$ cat src/rtl/mem_port_arbiter.sv
// mem_port_arbiter: shares one memory-controller port between an instruction
// fetch port and a load/store port. Only one transaction is outstanding at a
// time: IDLE (arbitrate and latch) -> ISSUE (enable pulse) -> WAIT (for op_r)
// -> DONE (owner's done pulse).
// Optional feature macro: ARB_TIMEOUT_EN. It adds a WAIT watchdog that sets a
// sticky err flag and completes the transaction with 32'hDEADBEEF.
module mem_port_arbiter #(
    parameter int TIMEOUT_CYC = 15,
    parameter int ADDR_W      = 24
) (
    input  logic              clk,
    input  logic              rst_n,
    input  logic              if_req,
    input  logic [ADDR_W-1:0] if_addr,
    output logic [31:0]       if_rdata,
    output logic              if_done,
    input  logic              d_req,
    input  logic              d_we,
    input  logic [ADDR_W-1:0] d_addr,
    input  logic [31:0]       d_wdata,
    input  logic [1:0]        d_mode,
    output logic [31:0]       d_rdata,
    output logic              d_done,
    output logic [ADDR_W-1:0] mem_addr,
    output logic              mem_we,
    output logic [31:0]       mem_data_in,
    output logic [1:0]        mem_instr_mode,
    output logic              mem_enable,
    input  logic [31:0]       mem_data_out,
    input  logic              mem_op_r,
    output logic              err
);

    typedef enum logic [1:0] {S_IDLE, S_ISSUE, S_WAIT, S_DONE} state_t;

    state_t state, state_nxt;
    logic   owner_d;    // 1: data port owns the current transaction
    logic   last_d;     // 1: previous grant went to the data port
    logic   grant_any;
    logic   grant_d;
    logic   op_to;      // watchdog expiry in WAIT

    // Data wins by default; fetch wins after a data grant so neither starves.
    always_comb begin
        grant_any = if_req | d_req;
        grant_d   = d_req & ~(last_d & if_req);
    end

`ifdef ARB_TIMEOUT_EN
    localparam int CNT_W = $clog2(TIMEOUT_CYC + 1);
    logic [CNT_W-1:0] to_cnt;
    logic             err_q;

    // Watchdog counter: cleared when the enable pulse goes out, counts WAIT cycles.
    always_ff @(posedge clk or negedge rst_n) begin
        if (!rst_n)
            to_cnt <= '0;
        else if (state == S_ISSUE)
            to_cnt <= '0;
        else if (state == S_WAIT && !mem_op_r)
            to_cnt <= to_cnt + 1'b1;
    end

    assign op_to = (state == S_WAIT) && !mem_op_r &&
                   (to_cnt == CNT_W'(TIMEOUT_CYC - 1));

    // Sticky error flag: only reset clears it.
    always_ff @(posedge clk or negedge rst_n) begin
        if (!rst_n)
            err_q <= 1'b0;
        else if (op_to)
            err_q <= 1'b1;
    end

    assign err = err_q;
`else
    logic unused_timeout_cfg;
    assign unused_timeout_cfg = ^TIMEOUT_CYC;
    assign op_to = 1'b0;
    assign err   = 1'b0;
`endif

    // State register.
    always_ff @(posedge clk or negedge rst_n) begin
        if (!rst_n)
            state <= S_IDLE;
        else
            state <= state_nxt;
    end

    // Next state; enable and done pulses decode straight from state so reset
    // forces them low in the same cycle.
    always_comb begin
        state_nxt  = state;
        mem_enable = 1'b0;
        if_done    = 1'b0;
        d_done     = 1'b0;
        case (state)
            S_IDLE:  if (grant_any) state_nxt = S_ISSUE;
            S_ISSUE: begin
                mem_enable = 1'b1;
                state_nxt  = S_WAIT;
            end
            S_WAIT:  if (mem_op_r || op_to) state_nxt = S_DONE;
            S_DONE: begin
                if_done   = ~owner_d;
                d_done    = owner_d;
                state_nxt = S_IDLE;
            end
            default: state_nxt = S_IDLE;
        endcase
    end

    // Latch the winner's request in IDLE; held stable until the next grant.
    always_ff @(posedge clk or negedge rst_n) begin
        if (!rst_n) begin
            mem_addr       <= '0;
            mem_we         <= 1'b0;
            mem_data_in    <= '0;
            mem_instr_mode <= 2'b00;
            owner_d        <= 1'b0;
            last_d         <= 1'b0;
        end else if (state == S_IDLE && grant_any) begin
            owner_d <= grant_d;
            last_d  <= grant_d;
            if (grant_d) begin
                mem_addr       <= d_addr;
                mem_we         <= d_we;
                mem_data_in    <= d_wdata;
                mem_instr_mode <= (d_mode == 2'b11) ? 2'b00 : d_mode;
            end else begin
                mem_addr       <= if_addr;
                mem_we         <= 1'b0;
                mem_data_in    <= '0;
                mem_instr_mode <= 2'b00;
            end
        end
    end

    // Capture read data for the owner; stores leave d_rdata untouched.
    always_ff @(posedge clk or negedge rst_n) begin
        if (!rst_n) begin
            if_rdata <= '0;
            d_rdata  <= '0;
        end else if (state == S_WAIT) begin
            if (mem_op_r) begin
                if (!owner_d)
                    if_rdata <= mem_data_out;
                else if (!mem_we)
                    d_rdata <= mem_data_out;
            end else if (op_to) begin
                if (owner_d)
                    d_rdata <= 32'hDEADBEEF;
                else
                    if_rdata <= 32'hDEADBEEF;
            end
        end
    end

endmodule

$ cat config.mk
export PLATFORM = sky130hd
export DESIGN_NAME = mem_port_arbiter
export DESIGN_NICKNAME = d
export VERILOG_FILES = /design/src/rtl/mem_port_arbiter.sv
export SDC_FILE = /design/constraint.sdc
export NUM_CORES = 1
export LEC_CHECK = 0
export BUFFER_PORTS_ARGS = -buffer_cell sky130_fd_sc_hd__buf_2
export CORE_ASPECT_RATIO = 0.6
export CORE_UTILIZATION = 47
export CTS_BUF_LIST = sky130_fd_sc_hd__clkbuf_8
export DETAILED_ROUTE_END_ITERATION = 10
export GPL_TIMING_DRIVEN = 0
export PLACE_DENSITY = 0.79
export SYNTH_ARGS = -nofsm -noshare
export SYNTH_HDL_FRONTEND = slang
export SYNTH_SLANG_ARGS = --single-unit
$ cat constraint.sdc
create_clock -name clk -period 2.1 [get_ports clk]
set_input_delay 0.42 -clock clk [delete_from_list [all_inputs] [get_ports clk]]
set_output_delay 0.42 -clock clk [all_outputs]
set_load 0.05 [all_outputs]
# Yosys cells after proc, flatten, opt, wreduce, memory -nomap -nowiden
# Cells that the tools add are included.
# totals
word_cells	36
ff_bits	126
out_inout_bits	127
in_bits	120
# classes
muxes	11
n_bitwise	6
reduce_logical	5
n_eq_ne	6
# ops
cell	count
2-to-1 mux 32 bit	1
2-to-1 mux 24 bit	1
2-to-1 mux 2 bit	4
one-hot mux 2 bit (4 select lines)	1
equality test 2 bit (second input constant)	3
2-to-1 mux 1 bit	4
inequality test 2 bit (second input constant)	2
AND reduction 4 bit	1
inverter 1 bit	3
AND reduction 3 bit	1
bitwise AND 1 bit	2
equality test 2 x 1 -> 1 bit (second input constant)	1
zero test 2 bit	1
AND reduction 2 bit	1
logical AND 1 bit	1
OR 1 bit	1

# Logic depth before layout (Yosys ltp)
# Gate-level depths: netlist (run 1).
# logic_depth
depth_word	4
mapped_depth	6
mapped_depth_nobuf	5

# Worst setup path before layout (run 1)
# No wires, ideal clock.
# synth_timing
kind	register to output
from	register state[0]
to	output port if_done
arrival_ns	1.237
path_stages_with_launch	3
setup_slack_ns	0.443
cell_sequence	dfrtp_1 ha_1 nor2b_1
# synth_via
elab_chain_cells	2
# synth_rtl
item	line	source
from (decl)	36	state_t state, state_nxt;
from (signal assigned)	88	state <= state_nxt;
equality test 2 bit	98	case (state)
2-to-1 mux 1 bit	98	
to (decl)	16	output logic if_done,
# Every way passes these cells.

# Worst setup path after layout (run 1)
# layout_timing
from	register state[0]
to	output port d_done
# layout_via
elab_chain_cells	2
# layout_rtl
item	line	source
equality test 2 bit	98	
2-to-1 mux 1 bit	98	
to (decl)	23	output logic d_done,
# Every way passes these cells.

==> metrics.cfg, run 1 <==
[synth]
ys_seq_elements=126
yosysWarningCount=0
yosys.cell_types.count=26
ys_async_sr_fraction_pct=100
syn_avg_cell_area_um2=13.4
syn_nets=495
synth_edf_count=0
synthesis.instances=370
synthFlopType=dfrtp_1
ys_seq_area_share_pct=63.4
netlist_area_mm2=0.00497

[floorplan]
die_w_um=135
ios=247
die_area_mm2=0.0110
die-height_um=81.7
core_area_mm2=0.0101
fp-row-count=28
initial_utilization_pct=49.4

[worst_setup_path]
end_kind=output port
rr_startpoint=state[0]
critPathRequiredTime_ns=1.68
r2r_slack_ns=0.32
worstPathMaxFanout=4
path_class=reg2out
worst_setup_path_start_kind=flop
r2r_end=d_rdata[5]
r2r_cells=5
cp.arrival_ns=1.41

[timing]
fmax_mhz=547
worst_slew_pin_slew_ns=0.537
setup_viol_count_final=0
hold_ws_ns=0.212
drv_slew=0
skew_ns=0.0104
rsz0062_at_grt=no
min_period_over_period_pct=87.1
hold_viol=0
relSlewSlack_pct=64.2
period_needed_ns=1.83

[routing]
vias=3979
drc=0
wl_um=13300
ant_nets=0
drtIter0Drc=167
via_per_inst=5.09
wire_per_inst_um=17.0
drtPass1Iterations=5

[clocking]
cts_buffers=17
cts.path.max_buffers=2
cts.root.buffer_cell=clkbuf_8
clk_pin_slew_worst_paths_ns=0.08
clkSinkCount=126
cts_tree=built
htreeDepth=4
cts_setup_buffers=0
insertion_delay_ns=0.42

[layout]
fill_cells=774
diodes=0
nets=761
final_cell_mix=buf_2, dfrtp_1, mux2_2
syn_to_final_growth_pct=36.7
drive_gt1_share_pct=54.1
final_util_pct=67.6
layout_commonest_cell=buf_2

[outcome]
outcome=finished, final reports clean

[global_routing]
grt_pass1_wl_um=20400
grt_max_degree=73
grt_pass1_vias=4056
track_usage_pct=24.8
antenna_found_initial=0
grt_overflow=0

[worst_hold_path]
hold_path.class=in2reg
hp-start=d_wdata[30]
hold_end=mem_data_in[30]
min_path_cells=2

[place]
gp_congestion=0.839
port_buffers=245
dp_hpwl_um=10000

[run]
maxCapViolCount=0

-- stage by stage --
stage	setup slack [ns]	instances	area, µm²	TNS (ns)
floorplan	0.443	370	4970	0
global placement	-0.885	750	6360	-110.53
detailed placement	0.315	751	6400	0
CTS	0.233	782	6790	0
global route	0.194	782	6790	0
finish	0.271	782	6790	0
-- worst max-delay path: stages, from the launching register on --
cell     delay, ns
dfrtp_1       0.42
ha_1          0.22
and2_1        0.15
buf_2         0.21
-- worst max path at each step --
stage | startpoint | to | slack (ns) | cells past startpoint
global placement | rst_n | d_rdata[6] | -0.89 | 1
CTS | state[0] | d_done | 0.23 | 3
finish | state[0] | d_done | 0.27 | 3
detailed placement | state[0] | d_rdata[5] | 0.31 | 5
floorplan | state[0] | if_done | 0.44 | 2
global route | state[0] | d_done | 0.19 | 3
-- cells in the mapped netlist (2+ instances only) --
library cell | instances | share of area, %
clkbuf_1 | 5 | 0.38
buf_2 | 14 | 1.4
a21oi_1 | 49 | 4.9
a22o_1 | 33 | 5.8
ha_1 | 5 | 1.3
dfrtp_1 | 126 | 63
nand2_1 | 24 | 1.8
inv_1 | 5 | 0.38
mux2_2 | 53 | 12
a32o_1 | 2 | 0.40
nor2_1 | 24 | 1.8
and2_1 | 2 | 0.25
mux2_1 | 12 | 2.7
buf_6 | 4 | 0.91
-- cell families (layout without fill, tap and decap cells) --
kind of cell	Yosys count	in the layout	synth area share, %
AOI/OAI and AO/OA	90	90	12.4
DFF	126	126	63.4
buffers and inverters	29	306	3.22
muxes	65	65	14.7
and+or+nand+nor	54	54	4.86
other	1	1	0.0755
adders and majority gates	5	5	1.26
-- state kept, by name (all words and copies together) (netlist names) --
| register | flops |
|---|---|
| mem_we | 1 |
| state | 2 |
| mem_addr | 24 |
| if_rdata | 32 |
| d_rdata | 32 |
| mem_instr_mode | 2 |
| last_d | 1 |
| mem_data_in | 32 |
-- area by class of cell --
cell class              count  area [µm²]  share of cell area [%]
flip-flops and latches    126        3150                    46.4
multi-input cells         215        1660                    24.4
repair buffers            247        1270                    18.7
clock buffers              17         234                    3.44
well taps                 135         169                    2.49
clock inverters            13         151                    2.23
plain buffers              24         141                    2.08
inverters                   5        18.8                   0.276
-- repair_timing --
item,4_1_cts,5_1_grt
endpoints found under the hold margin,54,0
hold buffers,1,0
gates resized for setup,0,0
setup endpoints to repair,0,0
-- layer usage --
metal / vias up / global-route usage [%] / share of wire, %
met3: 15 / 7.78 / 7.6
met1: 1951 / 30.1 / 41
li1: 1840 / - / -
met2: 173 / 41.6 / 50
met5: - / 0 / 0
met4: 0 / 10.3 / 1.2
Power of run 1 is not shown: default switching activity piles up to over one toggle a cycle in this logic, so the estimate is an artifact.
==> run 2: changes to the inputs <==
--- a/config.mk
+++ b/config.mk
@@ -7,11 +7,11 @@
 export LEC_CHECK = 0
 export BUFFER_PORTS_ARGS = -buffer_cell sky130_fd_sc_hd__buf_2
 export CORE_ASPECT_RATIO = 0.6
-export CORE_UTILIZATION = 47
+export CORE_UTILIZATION = 44
 export CTS_BUF_LIST = sky130_fd_sc_hd__clkbuf_8
 export DETAILED_ROUTE_END_ITERATION = 10
 export GPL_TIMING_DRIVEN = 0
-export PLACE_DENSITY = 0.79
+export PLACE_DENSITY = 0.74
 export SYNTH_ARGS = -nofsm -noshare
 export SYNTH_HDL_FRONTEND = slang
 export SYNTH_SLANG_ARGS = --single-unit
==> metrics.cfg, run 2 (synthesis gave the netlist of run 1 again) <==
[place]
dpl_cell_area_mm2=0.00640  ; about the same
dp_hpwl_um=9840  ; -2.1%
dp.cells=755  ; +0.53%
port_buffers=245  ; unchanged
gp_congestion=0.789  ; -5.9%

[layout]
diodes=0  ; unchanged
nets=761  ; unchanged
largest_registers=d_rdata x32, if_rdata x32, mem_data_in x32
finalInstanceArea_mm2=0.00679  ; -0.13%
final_util_pct=63.0  ; -4.6 points
syn_to_final_growth_pct=36.5
final_cell_mix=buf_2, dfrtp_1, mux2_2
fill_cells=849  ; +9.7%
drive_gt1_share_pct=54.4  ; +0.30 points
stdcell_count=788  ; +0.77%
layout_commonest_cell=buf_2

[routing]
via_per_inst=4.99  ; -1.8%
wire_per_inst_um=16.3  ; -4.0%
wl_um=12900  ; -3.2%
vias=3936  ; -1.1%
ant_nets=0  ; unchanged
drc=15  ; +15
drtIter0Drc=176  ; +5.4%
drtPass1Iterations=10  ; +5

[worst_setup_path]
end_kind=output port
slowest_stage=dfrtp_1
cp.arrival_ns=1.39  ; -0.02 ns
worst_setup_path_start_kind=flop
critPathRequiredTime_ns=1.68  ; about the same
path_class=reg2out
crit_chain=ha_1, and2_1, buf_2
cp_slowest_stage_delay_ns=0.42  ; about the same
worstPathMaxFanout=4  ; unchanged

[clocking]
htreeDepth=4  ; unchanged
cts.path.max_buffers=2  ; unchanged
cts_buffers=17  ; unchanged
cts_resized=0  ; unchanged
cts_setup_buffers=0  ; unchanged
cts_tree=built
insertion_delay_ns=0.41  ; about the same
ctsHoldBuffers=1  ; unchanged
cts.root.buffer_cell=clkbuf_8
clkSinkCount=126  ; unchanged
clk_pin_slew_worst_paths_ns=0.08  ; about the same

[timing]
skew_ns=0.0177  ; +0.00732 ns
hold_viol=0  ; unchanged
worst_slew_pin_slew_ns=0.527  ; -0.0102 ns
fmax_mhz=553  ; +1.2%
period_needed_ns=1.81  ; -0.0221 ns
relSlewSlack_pct=64.9  ; +0.68 points
setup_viol_count_final=0  ; unchanged
min_period_over_period_pct=86.0  ; -1.1 points
drv_slew=0  ; unchanged
rsz0062_at_grt=no
tns_ns=0  ; unchanged

[floorplan]
die-height_um=84.3  ; +3.3%
die_w_um=139  ; +3.3%
initial_utilization_pct=46.1  ; -3.3 points
core_area_mm2=0.0108  ; +7.2%
die_area_mm2=0.0117  ; +6.7%
ios=247  ; unchanged
fp-row-count=29  ; +3.6%

[global_routing]
grt_overflow=0  ; unchanged
antenna_found_initial=0  ; unchanged
grt_pass1_wl_um=20800  ; +1.8%
grt_pass1_vias=4144  ; +2.2%
track_usage_pct=23.0  ; -1.8 points
grt_max_degree=104  ; +42%

[outcome]
outcome=complete, but fails checks
failed_checks=DRC

[run]
maxCapViolCount=0  ; unchanged

[worst_hold_path]
hold_path.class=in2reg

run 2: cell count changes in the layout (fill, tap and decap cells not counted), sizes merged:
cell    previous run  this run
inv                8        12
bufinv             3         1
run 2: critical path: cells and delay by family, from the launching register on:
family	cells	cell delay (ns)
and+or+nand+nor	1	0.15
DFF	1	0.42
adders and majority gates	1	0.22
buffers and inverters	1	0.20
run 2: area by class of cell:
type,count,area [µm²],share of cell area (%)
Clock inverter,15,138,2.03
Inverter,5,18.8,0.277
Sequential cell,126,3150,46.5
Timing Repair Buffer,247,1270,18.7
Multi-Input combinational cell,215,1660,24.4
Buffer,24,141,2.08
Tap cell,139,174,2.56
Clock buffer,17,234,3.45
run 2: routing by layer:
metal  up-vias  global-route usage, %  part of all wire [%]
met5         -                      0                     0
met3         8                   7.30                   7.0
met1      1937                   28.2                    43
met2       154                   39.1                    49
li1       1837                      -                     -
met4         0                   7.17                  0.79
run 2: final timing paths:
path | from | endpoint | slack [ns] | depth (start not counted)
worst max-delay path | state[0] | d_done | 0.29 | 3
worst min-delay path | d_wdata[13] | mem_data_in[13] | 0.22 | 2
max in group asynchronous | rst_n | mem_instr_mode[1] | 0.89 | 3
min in group asynchronous | rst_n | d_rdata[19] | 0.42 | 2
worst max register to register | state[0] | mem_addr[11] | 0.36 | 6
worst min register to register | d_rdata[7] | d_rdata[7] | 0.49 | 1
run 2: metrics by stage:
step	hold WS, ns	worst slack [ns]
after floorplan	0.124	0.443
after global placement	0.472	-0.939
after detailed placement	0.286	0.342
after CTS	0.178	0.246
after global routing	0.167	0.195
final	0.217	0.293
Power of run 2 is left out for the same reason.
==> run 3: changes to the inputs <==
--- a/config.mk
+++ b/config.mk
@@ -12,6 +12,7 @@
 export DETAILED_ROUTE_END_ITERATION = 10
 export GPL_TIMING_DRIVEN = 0
 export PLACE_DENSITY = 0.74
+export REMOVE_ABC_BUFFERS = 1
 export SYNTH_ARGS = -nofsm -noshare
 export SYNTH_HDL_FRONTEND = slang
 export SYNTH_SLANG_ARGS = --single-unit
==> metrics.cfg, run 3 (synthesis gave the netlist of run 1 again) <==
[layout]
nets=740  ; -2.8%
largest_registers=d_rdata x32, if_rdata x32, mem_data_in x32
drive_gt1_share_pct=54.3  ; -0.092 points
syn_to_final_growth_pct=36.5  ; about the same
diodes=0  ; unchanged
final_cell_mix=buf_2, dfrtp_1, mux2_2
fill_cells=853  ; +0.47%
finalInstanceArea_mm2=0.00678  ; about the same
layout.area.seq_mm2=0.00315  ; unchanged
multiInputGateArea_mm2=0.00171  ; +3.5%
layout_commonest_cell=buf_2

[worst_setup_path]
critPathRequiredTime_ns=1.68  ; about the same
worst_setup_path_start_kind=flop
r2r_end=if_rdata[22]
path_class=reg2out
cp.arrival_ns=1.53  ; +0.14 ns
worstPathMaxFanout=9  ; +5
r2r_cells=4  ; -2
r2r_slack_ns=0.19  ; -0.17 ns
end_kind=output port
rr_startpoint=state[0]

[routing]
drc=15  ; unchanged
drtPass1Iterations=11  ; +1
wire_per_inst_um=17.3  ; +6.3%
vias=3886  ; -1.3%
drtIter0Drc=182  ; +3.4%
via_per_inst=5.07  ; +1.4%
ant_nets=0  ; unchanged
wl_um=13300  ; +3.4%

[outcome]
failed_checks=DRC
outcome=complete, but fails checks

[global_routing]
grt_pass1_vias=4124  ; -0.48%
antenna_found_initial=0  ; unchanged
track_usage_pct=23.0  ; about the same
grt_max_degree=78  ; -25%
grt_pass1_wl_um=20700  ; -0.60%
grt_util_met2_pct=39.7  ; +0.55 points
grt_overflow=0  ; unchanged
grt-busiest-layer=met2
use_met1_pct=27.5  ; -0.69 points
use_met3_pct=7.19  ; -0.11 points

[clocking]
cts.root.buffer_cell=clkbuf_8
clk_pin_slew_worst_paths_ns=0.08  ; about the same
clkSinkCount=126  ; unchanged
cts_buffers=17  ; unchanged
insertion_delay_ns=0.42  ; about the same
cts_tree=built
cts.path.max_buffers=2  ; unchanged
htreeDepth=4  ; unchanged

[worst_hold_path]
hold_end=mem_data_in[28]
hp-start=d_wdata[28]
hold_path.class=in2reg
min_path_cells=2  ; unchanged

[timing]
rsz0062_at_grt=no
relSlewSlack_pct=40.1  ; -25 points
skew_ns=0.0121  ; -0.00566 ns
period_needed_ns=1.95  ; +0.148 ns
setup_viol_count_final=0  ; unchanged
fmax_mhz=512  ; -7.6%
min_period_over_period_pct=93.1  ; +7.0 points
worst_slew_pin_slew_ns=0.895  ; +0.368 ns
hold_viol=0  ; unchanged
drv_slew=0  ; unchanged

[place]
dp_hpwl_um=9170  ; -6.8%
dpl_cell_area_mm2=0.00630  ; -1.7%
gp_congestion=0.799  ; +1.2%
port_buffers=245  ; unchanged

[floorplan]
fp-row-count=29  ; unchanged
die_w_um=139  ; unchanged
ios=247  ; unchanged
die-height_um=84.3  ; unchanged
core_area_mm2=0.0108  ; unchanged
die_area_mm2=0.0117  ; unchanged
initial_utilization_pct=46.1  ; unchanged

[run]
maxCapViolCount=0  ; unchanged

## run 3: cell count changes in the layout (fill, tap and decap cells not counted), sizes merged
| cell | delta |
|---|---|
| clkinvlp | -1 |
| buf | -18 |
| bufinv | +2 |
| nand4b | +1 |
| a21boi | +1 |
| inv | -5 |
| clkbuf | -3 |
| clkinv | +2 |
## run 3: through the flow
stage                     setup TNS, ns  hold slack [ns]  utilization [%]  setup slack (ns)  cells
final                                 0            0.218             62.9             0.145    767
after global routing                  0            0.190             62.9            0.0286    767
after CTS                             0            0.186             62.6            0.0267    765
after detailed placement         -29.97            0.388             58.4            -0.542    732
after global placement          -160.97            0.470             57.8            -0.888    730
after floorplan                       0            0.124                -            0.0676    346
## run 3: worst max-delay path: stages, from the launching register on
cell and delay, ns:
dfrtp_1 0.66, and2_1 0.20, buf_2 0.26
## run 3: layout make-up
cell class / count / share of cell area (%)
sequential: 126 / 46.5
tap: 139 / 2.56
clock buffer: 19 / 3.86
clock inverter: 13 / 2.40
inverter: 5 / 0.277
timing repair buffer: 248 / 19.1
multi-input combinational: 217 / 25.3
## run 3: worst max-delay path by stage
stage,start,end,slack (ns),depth (start not counted)
final,last_d,d_done,0.15,2
after global routing,last_d,d_done,0.03,2
after CTS,state[0],d_rdata[5],0.03,4
after detailed placement,d_req,mem_instr_mode[1],-0.54,4
after global placement,rst_n,mem_addr[9],-0.89,1
after floorplan,state[0],d_rdata[30],0.07,4
## run 3: what timing repair did
| item | CTS | global route |
|---|---|---|
| endpoints found under the setup margin | 68 | 36 |
| endpoints found under the hold margin | 49 | 0 |
| hold buffers | 1 | 0 |
| pin swaps | 0 | 2 |
| cloned | 0 | 2 |
| gates resized for setup | 3 | 3 |
| buffers inserted | 0 | 0 |
## run 3: layer usage
metal / up-vias / routed length, µm
met3: 9 / 1070
met1: 1913 / 5390
met5: - / 0
met2: 165 / 6700
met4: 0 / 127
li1: 1799 / -
Power of run 3 is left out for the same reason.
